--- src/rtl/ext_mem_arb.sv ---
// ext_mem_arb: round-robin arbiter merging N native-bus masters onto the
// single L2 front-end port, with deferred L2 force-invalidate sequencing.
// The granted request is registered so the L2 sees stable fields. An
// invalidate is only issued from IDLE, so it never overlaps an L2 access.
module ext_mem_arb #(
    parameter  int ADDR_W    = 24,
    parameter  int DATA_W    = 32,
    parameter  int N_MASTERS = 2,
    localparam int STRB_W    = DATA_W / 8,
    localparam int REQ_W     = 1 + ADDR_W + DATA_W + STRB_W,
    localparam int RESP_W    = DATA_W + 1
) (
    input  logic                        clk,
    input  logic                        rst,
    input  logic [N_MASTERS*REQ_W-1:0]  m_req,
    output logic [N_MASTERS*RESP_W-1:0] m_resp,
    output logic [REQ_W-1:0]            s_req,
    input  logic [RESP_W-1:0]           s_resp,
    input  logic                        inv_in,
    output logic                        inv_out
);

    localparam int PTR_W = $clog2(N_MASTERS);

    // Field offsets inside one request slice {valid, addr, wdata, wstrb}
    localparam int WDATA_LSB = STRB_W;
    localparam int ADDR_LSB  = STRB_W + DATA_W;

    typedef enum logic [1:0] {
        ST_IDLE = 2'd0,
        ST_INV  = 2'd1,
        ST_BUSY = 2'd2
    } state_t;

    state_t              r_state;
    state_t              w_state_nxt;
    logic [PTR_W-1:0]    r_last;
    logic [PTR_W-1:0]    r_gnt;
    logic                r_inv_pend;
    logic                r_s_valid;
    logic [ADDR_W-1:0]   r_s_addr;
    logic [DATA_W-1:0]   r_s_wdata;
    logic [STRB_W-1:0]   r_s_wstrb;

    logic [N_MASTERS-1:0] w_valid;
    logic                 w_hi_any;
    logic                 w_lo_any;
    logic [PTR_W-1:0]     w_hi;
    logic [PTR_W-1:0]     w_lo;
    logic                 w_any;
    logic [PTR_W-1:0]     w_gnt;
    logic [ADDR_W-1:0]    w_sel_addr;
    logic [DATA_W-1:0]    w_sel_wdata;
    logic [STRB_W-1:0]    w_sel_wstrb;
    logic                 w_do_grant;
    logic                 w_done;
    logic                 w_inv_out;
    logic [N_MASTERS*RESP_W-1:0] w_m_resp;

    // Gather the valid bit of every master slice
    always_comb begin
        w_valid = '0;
        for (int i = 0; i < N_MASTERS; i++) begin
            w_valid[i] = m_req[i*REQ_W + REQ_W - 1];
        end
    end

    // Round-robin pick: lowest valid index above r_last wins, otherwise the
    // lowest valid index at or below it (wraps without modulo arithmetic, so a
    // non-power-of-2 master count can never yield an out-of-range index)
    always_comb begin
        w_hi_any = 1'b0;
        w_lo_any = 1'b0;
        w_hi     = '0;
        w_lo     = '0;
        for (int i = N_MASTERS - 1; i >= 0; i--) begin
            if (w_valid[i]) begin
                if (i > int'(r_last)) begin
                    w_hi_any = 1'b1;
                    w_hi     = PTR_W'(i);
                end else begin
                    w_lo_any = 1'b1;
                    w_lo     = PTR_W'(i);
                end
            end
        end
        w_any = w_hi_any | w_lo_any;
        w_gnt = w_hi_any ? w_hi : w_lo;
    end

    // Select the fields of the master chosen by the arbiter
    always_comb begin
        w_sel_addr  = '0;
        w_sel_wdata = '0;
        w_sel_wstrb = '0;
        for (int i = 0; i < N_MASTERS; i++) begin
            if (PTR_W'(i) == w_gnt) begin
                w_sel_addr  = m_req[i*REQ_W + ADDR_LSB  +: ADDR_W];
                w_sel_wdata = m_req[i*REQ_W + WDATA_LSB +: DATA_W];
                w_sel_wstrb = m_req[i*REQ_W             +: STRB_W];
            end
        end
    end

    // FSM next-state and strobes; a pending invalidate takes priority over
    // arbitration so it slots into the gap between L2 accesses
    always_comb begin
        w_state_nxt = r_state;
        w_do_grant  = 1'b0;
        w_done      = 1'b0;
        w_inv_out   = 1'b0;
        case (r_state)
            ST_IDLE: begin
                if (r_inv_pend) begin
                    w_state_nxt = ST_INV;
                end else if (w_any) begin
                    w_do_grant  = 1'b1;
                    w_state_nxt = ST_BUSY;
                end
            end
            ST_INV: begin
                w_inv_out   = 1'b1;
                w_state_nxt = ST_IDLE;
            end
            ST_BUSY: begin
                if (s_resp[0]) begin
                    w_done      = 1'b1;
                    w_state_nxt = ST_IDLE;
                end
            end
            default: w_state_nxt = ST_IDLE;
        endcase
    end

    // FSM state register
    always_ff @(posedge clk) begin
        if (rst) begin
            r_state <= ST_IDLE;
        end else begin
            r_state <= w_state_nxt;
        end
    end

    // Invalidate latch: a new pulse always wins over the clear in INV
    always_ff @(posedge clk) begin
        if (rst) begin
            r_inv_pend <= 1'b0;
        end else if (inv_in) begin
            r_inv_pend <= 1'b1;
        end else if (r_state == ST_INV) begin
            r_inv_pend <= 1'b0;
        end
    end

    // Grant bookkeeping; r_last only advances when a transaction completes,
    // so an abandoned or reset transaction does not move the pointer
    always_ff @(posedge clk) begin
        if (rst) begin
            r_gnt  <= '0;
            r_last <= PTR_W'(N_MASTERS - 1);
        end else begin
            if (w_do_grant) begin
                r_gnt <= w_gnt;
            end
            if (w_done) begin
                r_last <= r_gnt;
            end
        end
    end

    // Registered L2 request, held constant for the whole access
    always_ff @(posedge clk) begin
        if (rst) begin
            r_s_valid <= 1'b0;
            r_s_addr  <= '0;
            r_s_wdata <= '0;
            r_s_wstrb <= '0;
        end else if (w_do_grant) begin
            r_s_valid <= 1'b1;
            r_s_addr  <= w_sel_addr;
            r_s_wdata <= w_sel_wdata;
            r_s_wstrb <= w_sel_wstrb;
        end else if (w_done) begin
            r_s_valid <= 1'b0;
        end
    end

    // Route the L2 response to the granted master in the same cycle; a
    // reset cycle suppresses it so an abandoned access delivers nothing
    always_comb begin
        w_m_resp = '0;
        for (int i = 0; i < N_MASTERS; i++) begin
            if ((r_state == ST_BUSY) && s_resp[0] && !rst && (PTR_W'(i) == r_gnt)) begin
                w_m_resp[i*RESP_W +: RESP_W] = s_resp;
            end
        end
    end

    assign m_resp  = w_m_resp;
    assign s_req   = {r_s_valid, r_s_addr, r_s_wdata, r_s_wstrb};
    assign inv_out = w_inv_out;

endmodule

--- config.mk ---
export PLATFORM = sky130hd
export DESIGN_NAME = ext_mem_arb
export DESIGN_NICKNAME = d
export VERILOG_FILES = /design/src/rtl/ext_mem_arb.sv
export SDC_FILE = /design/constraint.sdc
export NUM_CORES = 1
export LEC_CHECK = 0
export ABC_AREA = 0
export BUFFER_PORTS_ARGS = -buffer_cell sky130_fd_sc_hd__buf_4
export CELL_PAD_IN_SITES_DETAIL_PLACEMENT = 0
export CELL_PAD_IN_SITES_GLOBAL_PLACEMENT = 2
export CORE_ASPECT_RATIO = 1.4
export CORE_MARGIN = 2
export CORE_UTILIZATION = 19
export CTS_CLUSTER_DIAMETER = 200
export DETAILED_ROUTE_END_ITERATION = 6
export PLACE_DENSITY_LB_ADDON = 0.1
export SYNTH_ARGS = -nofsm -noshare
export SYNTH_HDL_FRONTEND = slang
export SYNTH_SLANG_ARGS = --single-unit
--- constraint.sdc ---
create_clock -name clk -period 1.8 [get_ports clk]
set_clock_uncertainty 0.1 [all_clocks]
set_input_delay 0.18 -clock clk [delete_from_list [all_inputs] [get_ports clk]]
set_output_delay 0.18 -clock clk [all_outputs]
set_load 0.01 [all_outputs]
**Word level (Yosys, flattened, before mapping)**

Cells that the tools add are included.

- Register bits: 66
- Input bits: 158
- Output and inout bits: 128

- Magnitude comparators: 1
- Equality and inequality tests: 4
- Multiplexer cells: 26
- Bitwise logic cells: 2
- Reductions and logical operators: 9

Operators by type and width:

| operator | count |
|---|---|
| $mux W33 | 2 |
| $mux W32 | 1 |
| $mux W24 | 1 |
| $mux W1 | 17 |
| $mux W2 | 3 |
| $logic_and A1 B1 Y1 | 4 |
| $mux W4 | 1 |
| $pmux W2 S2 | 1 |
| $reduce_bool A2 Y1 | 2 |
| $ne A3 B3 Y1 const B | 1 |
| $eq A2 B1 Y1 const B | 1 |
| $eq A2 B2 Y1 const B | 1 |
| $logic_not A2 Y1 | 1 |
| $ne A2 B2 Y1 const B | 1 |
| $reduce_and A2 Y1 | 1 |
| $gt A1 B1 Y1 const A | 1 |
| $logic_not A1 Y1 | 1 |
| $not A1 Y1 | 1 |
| $or A1 B1 Y1 | 1 |

**Longest topological paths before layout**

Gate-level depths: netlist of run 1.

- Depth after elaboration: 9
- Gate-level depth with buffers: 5
- Depth with buffers taken out: 3

**Worst setup path before layout of run 1**

Ideal clock, no wire load.

- Path kind: register -> output
- Start: register r_state[1]
- End: output m_resp[23]
- Arrival: 1.356 ns
- Data required time: 1.520 ns
- Setup slack: 0.164 ns
- Stages on the path, launching flop included: 6
- Buffers on the path: 2
- Cell sequence: dfxtp_1 > buf_2 > nand3b_1 > nor3_2 > clkbuf_1 > and2_1

- Cells in the longest elaborated chain, start to end: 5

Ends and longest elaborated chain:

| element | line | source |
|---|---|---|
| from (decl) | 35 | `state_t r_state;` |
| from (signal assigned) | 140 | `r_state <= w_state_nxt;` |
| $eq A2 B2 Y1 | 193 | `if ((r_state == ST_BUSY) && s_resp[0] && !rst && (PTR_W'(i) == r_gnt)) begin` |
| $logic_and A1 B1 Y1 (3 in a row) | 193 |  |
| $mux W33 | 193 |  |
| to (decl) | 16 | `output logic [N_MASTERS*RESP_W-1:0] m_resp,` |

Every way passes these cells.

**Worst setup path in the final report of run 1**

- Start: register r_state[0]
- End: output m_resp[56]

Same word-level chain as after synthesis.

==> impl_metrics.env, run 1 <==
export IMPL_outcome="finished with violations"
export IMPL_violations="negative setup slack"
export IMPL_drt_vias_per_instance=4.42
export IMPL_synth_top_flop_cell="sky130_fd_sc_hd__dfxtp_1"
export IMPL_timing_critical_path_from_type="register"
export IMPL_placement_cell_area_sq_um=5860
export IMPL_initial_core_util_pct=19.2
export IMPL_synth_enable_flop_cells=0
export IMPL_synth_fp_nets=540
export IMPL_critical_path_slowest_cell="sky130_fd_sc_hd__dfxtp_2"
export IMPL_drcViolationCount=0
export IMPL_placeableCoreArea_sq_um=17800
export IMPL_power_leakage_nw=2.91
export IMPL_cp_required_ns=1.52
export IMPL_layout_nets=817
export IMPL_syn_inst=382
export IMPL_groute_usage_overall_pct=14.9
export IMPL_cell_area_synth_sq_um=3420
export IMPL_cpPeakStageDelay_ns=0.31
export IMPL_pin_count=286
export IMPL_synth_top_cell_by_area="sky130_fd_sc_hd__dfxtp_1"
export IMPL_grt_first_pass_wirelength_mm=22.4
export IMPL_synth_warnings=0
export IMPL_cp_data_arrival_time_ns=1.64
export IMPL_final_hold_violation_count=0
export IMPL_path_max_fanout=16
export IMPL_setup_worst_path_end_class="primary output"
export IMPL_synthToLayoutAreaGrowth_pct=87.2
export IMPL_asyncSetResetFlopFracSynth_pct=0
export IMPL_number_of_antenna_violations_at_the_first_check_in_global_routing=0
export IMPL_via_count=3995
export IMPL_worst_slew_pin_slew_ns=0.477
export IMPL_grt_ovfl_total=0
export IMPL_clockRootBuffer="sky130_fd_sc_hd__clkbuf_16"
export IMPL_fin_cells=904
export IMPL_ir_drop_mv=0.357
export IMPL_worst_setup_path_startpoint="r_state[0]$_SDFFE_PP0P_"
export IMPL_worst_skew_pair_late_latency_ns=0.33
export IMPL_worst_slew_margin_rel_pct=68.2
export IMPL_clock_fmax_mhz=522
export IMPL_cts_inserted_buffers=9
export IMPL_min_path_cells=3
export IMPL_netlist_top_cells_area="sky130_fd_sc_hd__dfxtp_1 39%, sky130_fd_sc_hd__o32ai_1 15%, sky130_fd_sc_hd__a221oi_1 13%"
export IMPL_min_delay_start="s_resp[0]"
export IMPL_yosys_area_top_type_share_pct=38.7
export IMPL_cts_htree_levels=3
export IMPL_r2r_cells=10
export IMPL_hold_path_class="input pin to register"
export IMPL_detail_route_antenna_nets=0
export IMPL_fp_dieArea_sq_um=19100
export IMPL_place_ws_ns=0.0785
export IMPL_final_setup_worst_slack_ns=-0.116
export IMPL_wl_mm=15.2
export IMPL_dp_cells=874
export IMPL_placement_io_buffers=285
export IMPL_clock_sink_count=66
export IMPL_layout_drive_gt1_share_pct=53.0
export IMPL_avgSynthCellArea_sq_um=8.95
export IMPL_tritoncts="built"
export IMPL_drv_cap=0
export IMPL_floorplan_rows=58
export IMPL_antenna_diode_count=0
export IMPL_period_share_pct=106
export IMPL_pwr_density_nw_per_um2=783
export IMPL_grt_setup_unrepaired="yes"
export IMPL_postSynthRegisterBits=66
export IMPL_dr_iter_0_viols=170
export IMPL_finalWorstPathRequiredPeriod_ns=1.92
export IMPL_average_wire_per_cell_in_the_routed_design_um=16.8
export IMPL_finish_instance_area_sq_um=6400
export IMPL_timing_critical_path_cells="nand3b_1 > buf_6 > nor3_4 > buf_12 > clkbuf_16 > and2_1 > buf_4"
export IMPL_vias_in_the_first_global_route=3961
export IMPL_critical_path_class="register to primary output"
export IMPL_die_height_um=163
export IMPL_r2r_start="r_state[0]$_SDFFE_PP0P_"
export IMPL_gpl_final_weighted_congestion=0.770
export IMPL_yosysSeqAreaShare_pct=38.7
export IMPL_setup_total_negative_slack_ns=-5.90
export IMPL_setup_failing_eps_final=65
export IMPL_post_synth_num_cell_types=26
export IMPL_dp_final_hpwl_mm=10.9
export IMPL_cts_path_max_buffers=2
export IMPL_path_clk_slew_ns=0.05
export IMPL_detailedRoute_firstPassIterationCount=4
export IMPL_grt_max_degree=61
export IMPL_final_max_slew_viol_count=0
export IMPL_dieWidth_um=117
## metrics by stage
step           util, %  power, mW  hold slack (ns)
6_report          36.0       5.01           0.0400
5_1_grt           36.0       5.27           0.0525
4_1_cts           35.6       5.11           0.0339
3_5_place_dp      33.0       3.10            0.293
3_3_place_gp      33.0       3.09            0.284
2_1_floorplan        -       2.35            0.197
## per-layer routing
layer  vias up  part of all wire (%)  global-route usage, %  wire (um)
met5         -                     0                      0          0
met4         0                  0.69                   3.78        104
met3         5                   6.9                   4.73       1050
met2       138                    55                   28.2       8420
met1      1867                    37                   15.9       5610
li1       1985                     -                      -          -
## critical path, delay by kind of cell, from the launching register on
kind                   cells  cell delay (ns)
flip-flops                 1             0.31
AND/OR/NAND/NOR            3             0.44
buffers and inverters      4             0.57
## layout by cell type (no fill, tap or decap), drive strengths merged, types with 2 or more instances in the layout
cell and instances:
a221oi 60, a21oi 3, o32ai 60, nand2b 2, clkbuf 12, nor3 3
bufinv 2, o21ai 2, buf 310, nor2 3, inv 64, dfxtp 66
clkinvlp 2, and2 64
## final timing paths
| path | to | slack [ns] |
|---|---|---|
| min | r_state[1]$_SDFFE_PP0P_ | 0.04 |
| max reg2reg | r_last$_SDFFE_PP1P_ | -0.08 |
| max | m_resp[56] | -0.12 |
| min reg2reg | r_s_wstrb[3]$_SDFFE_PP0P_ | 0.36 |
## registers in the layout (all words and copies together), names as in the netlist
name	flops
r_last	1
r_s_addr	24
r_state	2
r_s_valid	1
r_gnt	1
r_s_wdata	32
r_s_wstrb	4
r_inv_pend	1
## cell families (layout without fill, tap and decap cells)
group | count (synthesis) | in the layout | share of synthesized area, %
AND/OR/NAND/NOR | 77 | 77 | 14.5
AO/OA/AOI/OAI | 129 | 129 | 34.4
buffers and inverters | 110 | 392 | 12.4
flip-flops | 66 | 66 | 38.7
## cell type report
| type | count | area, sq um |
|---|---|---|
| inverter | 63 | 236 |
| clock buffer | 10 | 239 |
| tap | 240 | 300 |
| clock inverter | 6 | 88.8 |
| multi-input combinational | 206 | 1710 |
| sequential | 66 | 1330 |
| fill | 1881 | 11400 |
| timing repair buffer | 313 | 2500 |
## Yosys cell counts (2+ instances only)
library cell,count
sky130_fd_sc_hd__dfxtp_1,66
sky130_fd_sc_hd__and2_1,64
sky130_fd_sc_hd__inv_1,62
sky130_fd_sc_hd__o32ai_1,60
sky130_fd_sc_hd__a221oi_1,50
sky130_fd_sc_hd__clkbuf_1,39
sky130_fd_sc_hd__a221oi_2,10
sky130_fd_sc_hd__buf_2,7
sky130_fd_sc_hd__a21oi_1,3
sky130_fd_sc_hd__nor2_1,3
sky130_fd_sc_hd__nand2b_1,2
sky130_fd_sc_hd__nor3_2,2
## where the power goes
| group | internal, mW | leakage, nW | switching, mW | total [mW] |
|---|---|---|---|---|
| Clock | 1.25 | 0.155 | 0.678 | 1.93 |
| Combinational | 0.717 | 2.21 | 0.635 | 1.35 |
| Sequential | 1.64 | 0.548 | 0.0914 | 1.73 |
| Total | 3.61 | 2.91 | 1.40 | 5.01 |
## what timing repair did
item                                    4_1_cts  5_1_grt
endpoints found under the setup margin       66       67
buffers inserted                             10        2
hold buffers                                  1        0
gates resized for setup                       6       14
gates cloned                                  1        2
endpoints found under the hold margin         1        0
pin swaps                                     0        2
No activity file was read; power rests on OpenSTA's default activity.
==> run 2: changes to the inputs <==
BUFFER_PORTS_ARGS = -buffer_cell sky130_fd_sc_hd__clkbuf_2   (was -buffer_cell sky130_fd_sc_hd__buf_4)
==> impl_metrics.env, run 2 (synthesis results as in run 1) <==
export IMPL_outcome="finished with violations"
export IMPL_violations="negative setup slack"
export IMPL_grt_first_pass_wirelength_mm=21.7
export IMPL_filler_cell_count=1948
export IMPL_ir_drop_mv=0.307
export IMPL_wl_mm=14.2
export IMPL_timing_critical_path_cells="nand3b_1 > nor3_2 > buf_12 > and2_1 > clkbuf_2"
export IMPL_design_power_total_mw=4.82
export IMPL_cts_htree_levels=3
export IMPL_average_wire_per_cell_in_the_routed_design_um=15.9
export IMPL_grt_setup_unrepaired="yes"
export IMPL_place_ws_ns=0.130
export IMPL_grt_ovfl_total=0
export IMPL_clock_fmax_mhz=538
export IMPL_largest_reg_flops=32
export IMPL_setup_total_negative_slack_ns=-0.726
export IMPL_detailedRoute_firstPassIterationCount=4
export IMPL_worst_path_dominant_cell_family="simple AND/OR/NAND/NOR gates"
export IMPL_grt_max_degree=61
export IMPL_cp_data_arrival_time_ns=1.58
export IMPL_r2r_cells=4
export IMPL_worst_skew_pair_late_latency_ns=0.33
export IMPL_fp_dieArea_sq_um=19100
export IMPL_timing_reg2reg_setup_slack_ns=0.27
export IMPL_placeableCoreArea_sq_um=17800
export IMPL_via_count=3936
export IMPL_final_setup_worst_slack_ns=-0.0579
export IMPL_dieWidth_um=117
export IMPL_worst_slew_margin_rel_pct=58.5
export IMPL_final_common_cell="sky130_fd_sc_hd__clkbuf_2"
export IMPL_clock_sink_count=66
export IMPL_pin_count=286
export IMPL_r2r_start="r_inv_pend$_SDFFE_PP0P_"
export IMPL_dp_cells=875
export IMPL_highest_count_cells_in_the_layout_ignoring_fill_and_taps="246 x sky130_fd_sc_hd__clkbuf_2, 65 x sky130_fd_sc_hd__dfxtp_1, 64 x sky130_fd_sc_hd__and2_1"
export IMPL_finalWorstPathRequiredPeriod_ns=1.86
export IMPL_gpl_final_weighted_congestion=0.770
export IMPL_die_height_um=163
export IMPL_number_of_antenna_violations_at_the_first_check_in_global_routing=1
export IMPL_synthToLayoutAreaGrowth_pct=62.8
export IMPL_path_clk_slew_ns=0.06
export IMPL_cp_required_ns=1.52
export IMPL_clockRootBuffer="sky130_fd_sc_hd__clkbuf_16"
export IMPL_worst_slew_pin_slew_ns=0.622
export IMPL_hold_path_class="input pin to register"
export IMPL_worst_r2r_endpoint="r_s_wdata[5]$_SDFFE_PP0P_"
export IMPL_drt_vias_per_instance=4.40
export IMPL_hold_path_endpoint="r_state[1]$_SDFFE_PP0P_"
export IMPL_fin_cells=894
export IMPL_vias_in_the_first_global_route=4060
export IMPL_cts_inserted_buffers=9
export IMPL_path_max_fanout=33
export IMPL_initial_core_util_pct=19.2
export IMPL_largest_register="r_s_wdata"
export IMPL_setup_worst_path_end_class="primary output"
export IMPL_dr_iter_0_viols=146
export IMPL_floorplan_rows=58
export IMPL_drv_cap=0
export IMPL_cts_path_max_buffers=2
export IMPL_drcViolationCount=0
export IMPL_final_max_slew_viol_count=0
export IMPL_reg_largest_list="r_s_wdata (32), r_s_addr (24), r_s_wstrb (4)"
export IMPL_final_hold_violation_count=0
export IMPL_layout_drive_gt1_share_pct=51.1
export IMPL_timing_critical_path_from_type="register"
export IMPL_cpPeakStageDelay_ns=0.30
export IMPL_placement_io_buffers=285
export IMPL_min_path_cells=3
export IMPL_dp_final_hpwl_mm=10.5
export IMPL_timing_critical_path_buf_inv=2
export IMPL_groute_usage_overall_pct=14.3
export IMPL_tritoncts="built"
export IMPL_setup_failing_eps_final=59
export IMPL_critical_path_class="register to primary output"
export IMPL_min_delay_start="s_resp[0]"
export IMPL_detail_route_antenna_nets=0
export IMPL_pwr_density_nw_per_um2=865
export IMPL_power_leakage_nw=2.68
export IMPL_critical_path_slowest_cell="sky130_fd_sc_hd__dfxtp_1"
export IMPL_period_share_pct=103
export IMPL_layout_nets=806
==> run 2: metal layers <==
layer | up-vias | global-route usage [%] | wire, um
met5 | - | 0 | 0
met3 | 19 | 4.69 | 918
met1 | 1807 | 15.6 | 5490
li1 | 1971 | - | -
met4 | 0 | 5.70 | 320
met2 | 139 | 25.7 | 7490
==> run 2: metrics by stage <==
stage                     hold slack [ns]  utilization [%]  area (sq um)
after detailed placement            0.296             29.2          5180
after floorplan                     0.197                -          3420
final                              0.0364             31.3          5570
after global routing               0.0585             31.3          5570
after global placement              0.298             29.2          5180
after CTS                          0.0147             31.2          5540
==> run 2: worst max path at each step <==
stage	startpoint	endpoint	slack, ns	cells after the start
CTS	r_state[0]$_SDFFE_PP0P_	m_resp[60]	-0.14	5
floorplan	r_state[1]$_SDFFE_PP0P_	m_resp[23]	0.16	5
detailed placement	m_req[60]	r_s_wdata[23]$_SDFFE_PP0P_	0.13	5
finish	r_state[0]$_SDFFE_PP0P_	m_resp[63]	-0.06	5
global route	r_state[0]$_SDFFE_PP0P_	m_resp[63]	-0.16	5
global placement	m_req[60]	r_s_wdata[23]$_SDFFE_PP0P_	0.18	5
==> run 2: where the power goes <==
part	leakage, nW	switching, mW	internal (mW)
Clock	0.163	0.656	1.29
Sequential	0.548	0.0907	1.64
Combinational	1.97	0.621	0.521
==> run 2: cell type report <==
cell class | instances | area [sq um] | area share [%]
antenna | 1 | 2.50 | 0.0450
clock buffer | 12 | 256 | 4.61
clock inverter | 4 | 73.8 | 1.33
inverter | 63 | 236 | 4.25
multi-input combinational | 206 | 1690 | 30.3
sequential | 66 | 1320 | 23.8
tap | 240 | 300 | 5.40
timing repair buffer | 302 | 1690 | 30.3
==> run 2: timing repair <==
item                                   4_1_cts  5_1_grt
gates resized for setup                      2       42
endpoints found under the hold margin        1        0
buffers inserted                             1        0
pin swaps                                    2        1
setup endpoints to repair                   66       66
hold buffers                                 1        0
==> run 2: tightest hold or removal path: stages <==
cell and delay, ns:
sky130_fd_sc_hd__clkbuf_2 0.09, sky130_fd_sc_hd__nand2b_1 0.09, sky130_fd_sc_hd__a211oi_1 0.06
==> run 3: changes to the inputs <==
ABC_AREA = 1   (was 0)
CORE_UTILIZATION = 18   (was 19)
==> impl_metrics.env, run 3 <==
export IMPL_outcome="finished with violations"
export IMPL_violations="negative setup slack"
export IMPL_number_of_antenna_violations_at_the_first_check_in_global_routing=1
export IMPL_dp_cells=1265
export IMPL_dr_iter_0_viols=153
export IMPL_final_common_cell="sky130_fd_sc_hd__nand2_1"
export IMPL_detail_route_antenna_nets=0
export IMPL_path_max_fanout=16
export IMPL_final_hold_violation_count=0
export IMPL_clock_sink_count=66
export IMPL_clockRootBuffer="sky130_fd_sc_hd__clkbuf_16"
export IMPL_fin_cells=1294
export IMPL_cts_path_max_buffers=2
export IMPL_final_setup_worst_slack_ns=-0.0751
export IMPL_grt_first_pass_wirelength_mm=26.2
export IMPL_fp_dieArea_sq_um=23400
export IMPL_pin_count=286
export IMPL_clkPwrFrac_pct=35.1
export IMPL_via_count=5027
export IMPL_placeableCoreArea_sq_um=21900
export IMPL_grt_ovfl_total=0
export IMPL_reg_largest_list="r_s_wdata (32), r_s_addr (24), r_s_wstrb (4)"
export IMPL_vias_in_the_first_global_route=4918
export IMPL_timing_critical_path_from_type="register"
export IMPL_worst_slew_margin_rel_pct=60.3
export IMPL_critical_path_class="register to primary output"
export IMPL_finalWorstPathRequiredPeriod_ns=1.88
export IMPL_hold_path_class="input pin to register"
export IMPL_floorplan_rows=64
export IMPL_netlist_top_cells_area="sky130_fd_sc_hd__dfxtp_1 33%, sky130_fd_sc_hd__nand2_1 23%, sky130_fd_sc_hd__nor2_1 18%"
export IMPL_path_clk_slew_ns=0.06
export IMPL_cp_required_ns=1.52
export IMPL_syn_inst=719
export IMPL_synth_enable_flop_cells=0
export IMPL_yosysSeqAreaShare_pct=33.1
export IMPL_wl_mm=17.3
export IMPL_synthToLayoutAreaGrowth_pct=61.4
export IMPL_drv_cap=0
export IMPL_ir_drop_mv=0.393
export IMPL_place_ws_ns=0.153
export IMPL_cts_htree_levels=3
export IMPL_die_height_um=180
export IMPL_drcViolationCount=0
export IMPL_clock_fmax_mhz=533
export IMPL_net_switching_power_mw=1.58
export IMPL_layout_nets=1152
export IMPL_detailedRoute_firstPassIterationCount=4
export IMPL_setup_worst_path_end_class="primary output"
export IMPL_finish_instance_area_sq_um=6450
export IMPL_placement_cell_area_sq_um=5700
export IMPL_setup_total_negative_slack_ns=-1.47
export IMPL_avgSynthCellArea_sq_um=5.56
export IMPL_setup_failing_eps_final=46
export IMPL_average_wire_per_cell_in_the_routed_design_um=13.4
export IMPL_largest_register="r_s_wdata"
export IMPL_initial_core_util_pct=18.3
export IMPL_grt_setup_unrepaired="yes"
export IMPL_worst_skew_pair_late_latency_ns=0.33
export IMPL_largest_reg_flops=32
export IMPL_synth_top_cell_by_area="sky130_fd_sc_hd__dfxtp_1"
export IMPL_fin_hold_ws_ns=0.0536
export IMPL_dp_final_hpwl_mm=12.7
export IMPL_yosys_area_top_type_share_pct=33.1
export IMPL_comb_power_share_pct=29.0
export IMPL_drt_vias_per_instance=3.88
export IMPL_cp_data_arrival_time_ns=1.60
export IMPL_cell_area_synth_sq_um=4000
export IMPL_power_leakage_nw=3.85
export IMPL_cts_inserted_buffers=9
export IMPL_power_report_internal_total_mw=3.23
export IMPL_highest_count_cells_in_the_layout_ignoring_fill_and_taps="243 x sky130_fd_sc_hd__nand2_1, 240 x sky130_fd_sc_hd__clkbuf_2, 161 x sky130_fd_sc_hd__nor2_1"
export IMPL_synth_cells_most_frequent="245 x sky130_fd_sc_hd__nand2_1, 190 x sky130_fd_sc_hd__nor2_1, 96 x sky130_fd_sc_hd__inv_1"
export IMPL_grt_max_degree=62
export IMPL_synth_top_flop_cell="sky130_fd_sc_hd__dfxtp_1"
export IMPL_synth_most_common_cell="sky130_fd_sc_hd__nand2_1"
export IMPL_synth_fp_nets=877
export IMPL_dieWidth_um=130
export IMPL_final_max_slew_viol_count=0
export IMPL_gpl_final_weighted_congestion=0.770
export IMPL_asyncSetResetFlopFracSynth_pct=0
export IMPL_tritoncts="built"
export IMPL_p_seq_share_pct=35.9
export IMPL_post_synth_num_cell_types=19
export IMPL_layout_drive_gt1_share_pct=36.7
export IMPL_filler_cell_count=2547
export IMPL_antenna_diode_count=0
export IMPL_switching_share_pct=32.8
export IMPL_pwr_density_nw_per_um2=746
export IMPL_worst_slew_pin_slew_ns=0.595
export IMPL_groute_usage_overall_pct=14.4
export IMPL_period_share_pct=104
export IMPL_postSynthRegisterBits=66
export IMPL_synth_warnings=0
export IMPL_placement_io_buffers=285
## run 3: what timing repair did
action	in CTS	in global routing
hold buffers	1	0
pin swaps	1	1
endpoints found under the hold margin	1	0
buffers inserted	7	3
gates cloned	3	1
gates resized for setup	45	84
setup endpoints to repair	64	65
## run 3: layout make-up
class	instances	area, sq um	area share (%)
multi-input cells	507	2200	34.2
repair buffers	306	1800	28.0
flip-flops and latches	66	1330	20.6
inverters	100	418	6.48
well taps	297	372	5.76
clock buffers	12	267	4.13
repair inverters	4	47.5	0.737
clock inverters	2	12.5	0.194
## run 3: power by group through the flow
stage,logic (mW),registers [mW],clock network [mW]
2_1_floorplan,0.706,1.83,0
3_3_place_gp,1.38,1.76,0
3_5_place_dp,1.36,1.76,0
4_1_cts,1.42,1.73,1.78
5_1_grt,1.60,1.75,1.83
6_report,1.40,1.73,1.69
## run 3: metal layers
| layer | share of wire [%] | track usage, % | vias to the layer above |
|---|---|---|---|
| met2 | 52 | 26.6 | 166 |
| met1 | 39 | 15.3 | 2187 |
| met4 | 2.7 | 5.46 | 0 |
| met3 | 6.2 | 3.56 | 25 |
| li1 | - | - | 2649 |
| met5 | 0 | 0 | - |
## run 3: final timing paths
path	slack, ns	cells past startpoint	to	startpoint
worst max-delay path	-0.08	8	m_resp[34]	r_state[0]$_SDFFE_PP0P_
worst min-delay path	0.05	5	r_s_wdata[5]$_SDFFE_PP0P_	m_req[9]
worst max register to register	0.29	6	r_s_wdata[23]$_SDFFE_PP0P_	r_state[0]$_SDFFE_PP0P_
worst min register to register	0.37	1	r_state[0]$_SDFFE_PP0P_	r_state[1]$_SDFFE_PP0P_
## run 3: kinds of logic (layout without fill, tap and decap cells)
kind of cell / count (synthesis) / in the layout / synth area share [%]
compound gates: 3 / 3 / 0.376
buf+inv: 146 / 424 / 16.2
flops: 66 / 66 / 33.1
simple gates: 504 / 504 / 50.3
## run 3: stage by stage
| stage | power [mW] | util (%) |
|---|---|---|
| after global routing | 5.18 | 29.5 |
| final | 4.81 | 29.5 |
| after floorplan | 2.54 | - |
| after detailed placement | 3.12 | 26.1 |
| after global placement | 3.13 | 26.1 |
| after CTS | 4.92 | 28.5 |
## run 3: critical path, cell delays in order (launching register included)
cell                       delay, ns
sky130_fd_sc_hd__dfxtp_2        0.32
sky130_fd_sc_hd__inv_2          0.07
sky130_fd_sc_hd__nand3_4        0.09
sky130_fd_sc_hd__buf_12         0.14
sky130_fd_sc_hd__nor3_4         0.15
sky130_fd_sc_hd__buf_4          0.18
sky130_fd_sc_hd__inv_6          0.07
sky130_fd_sc_hd__nor2_1         0.10
sky130_fd_sc_hd__clkbuf_2       0.14
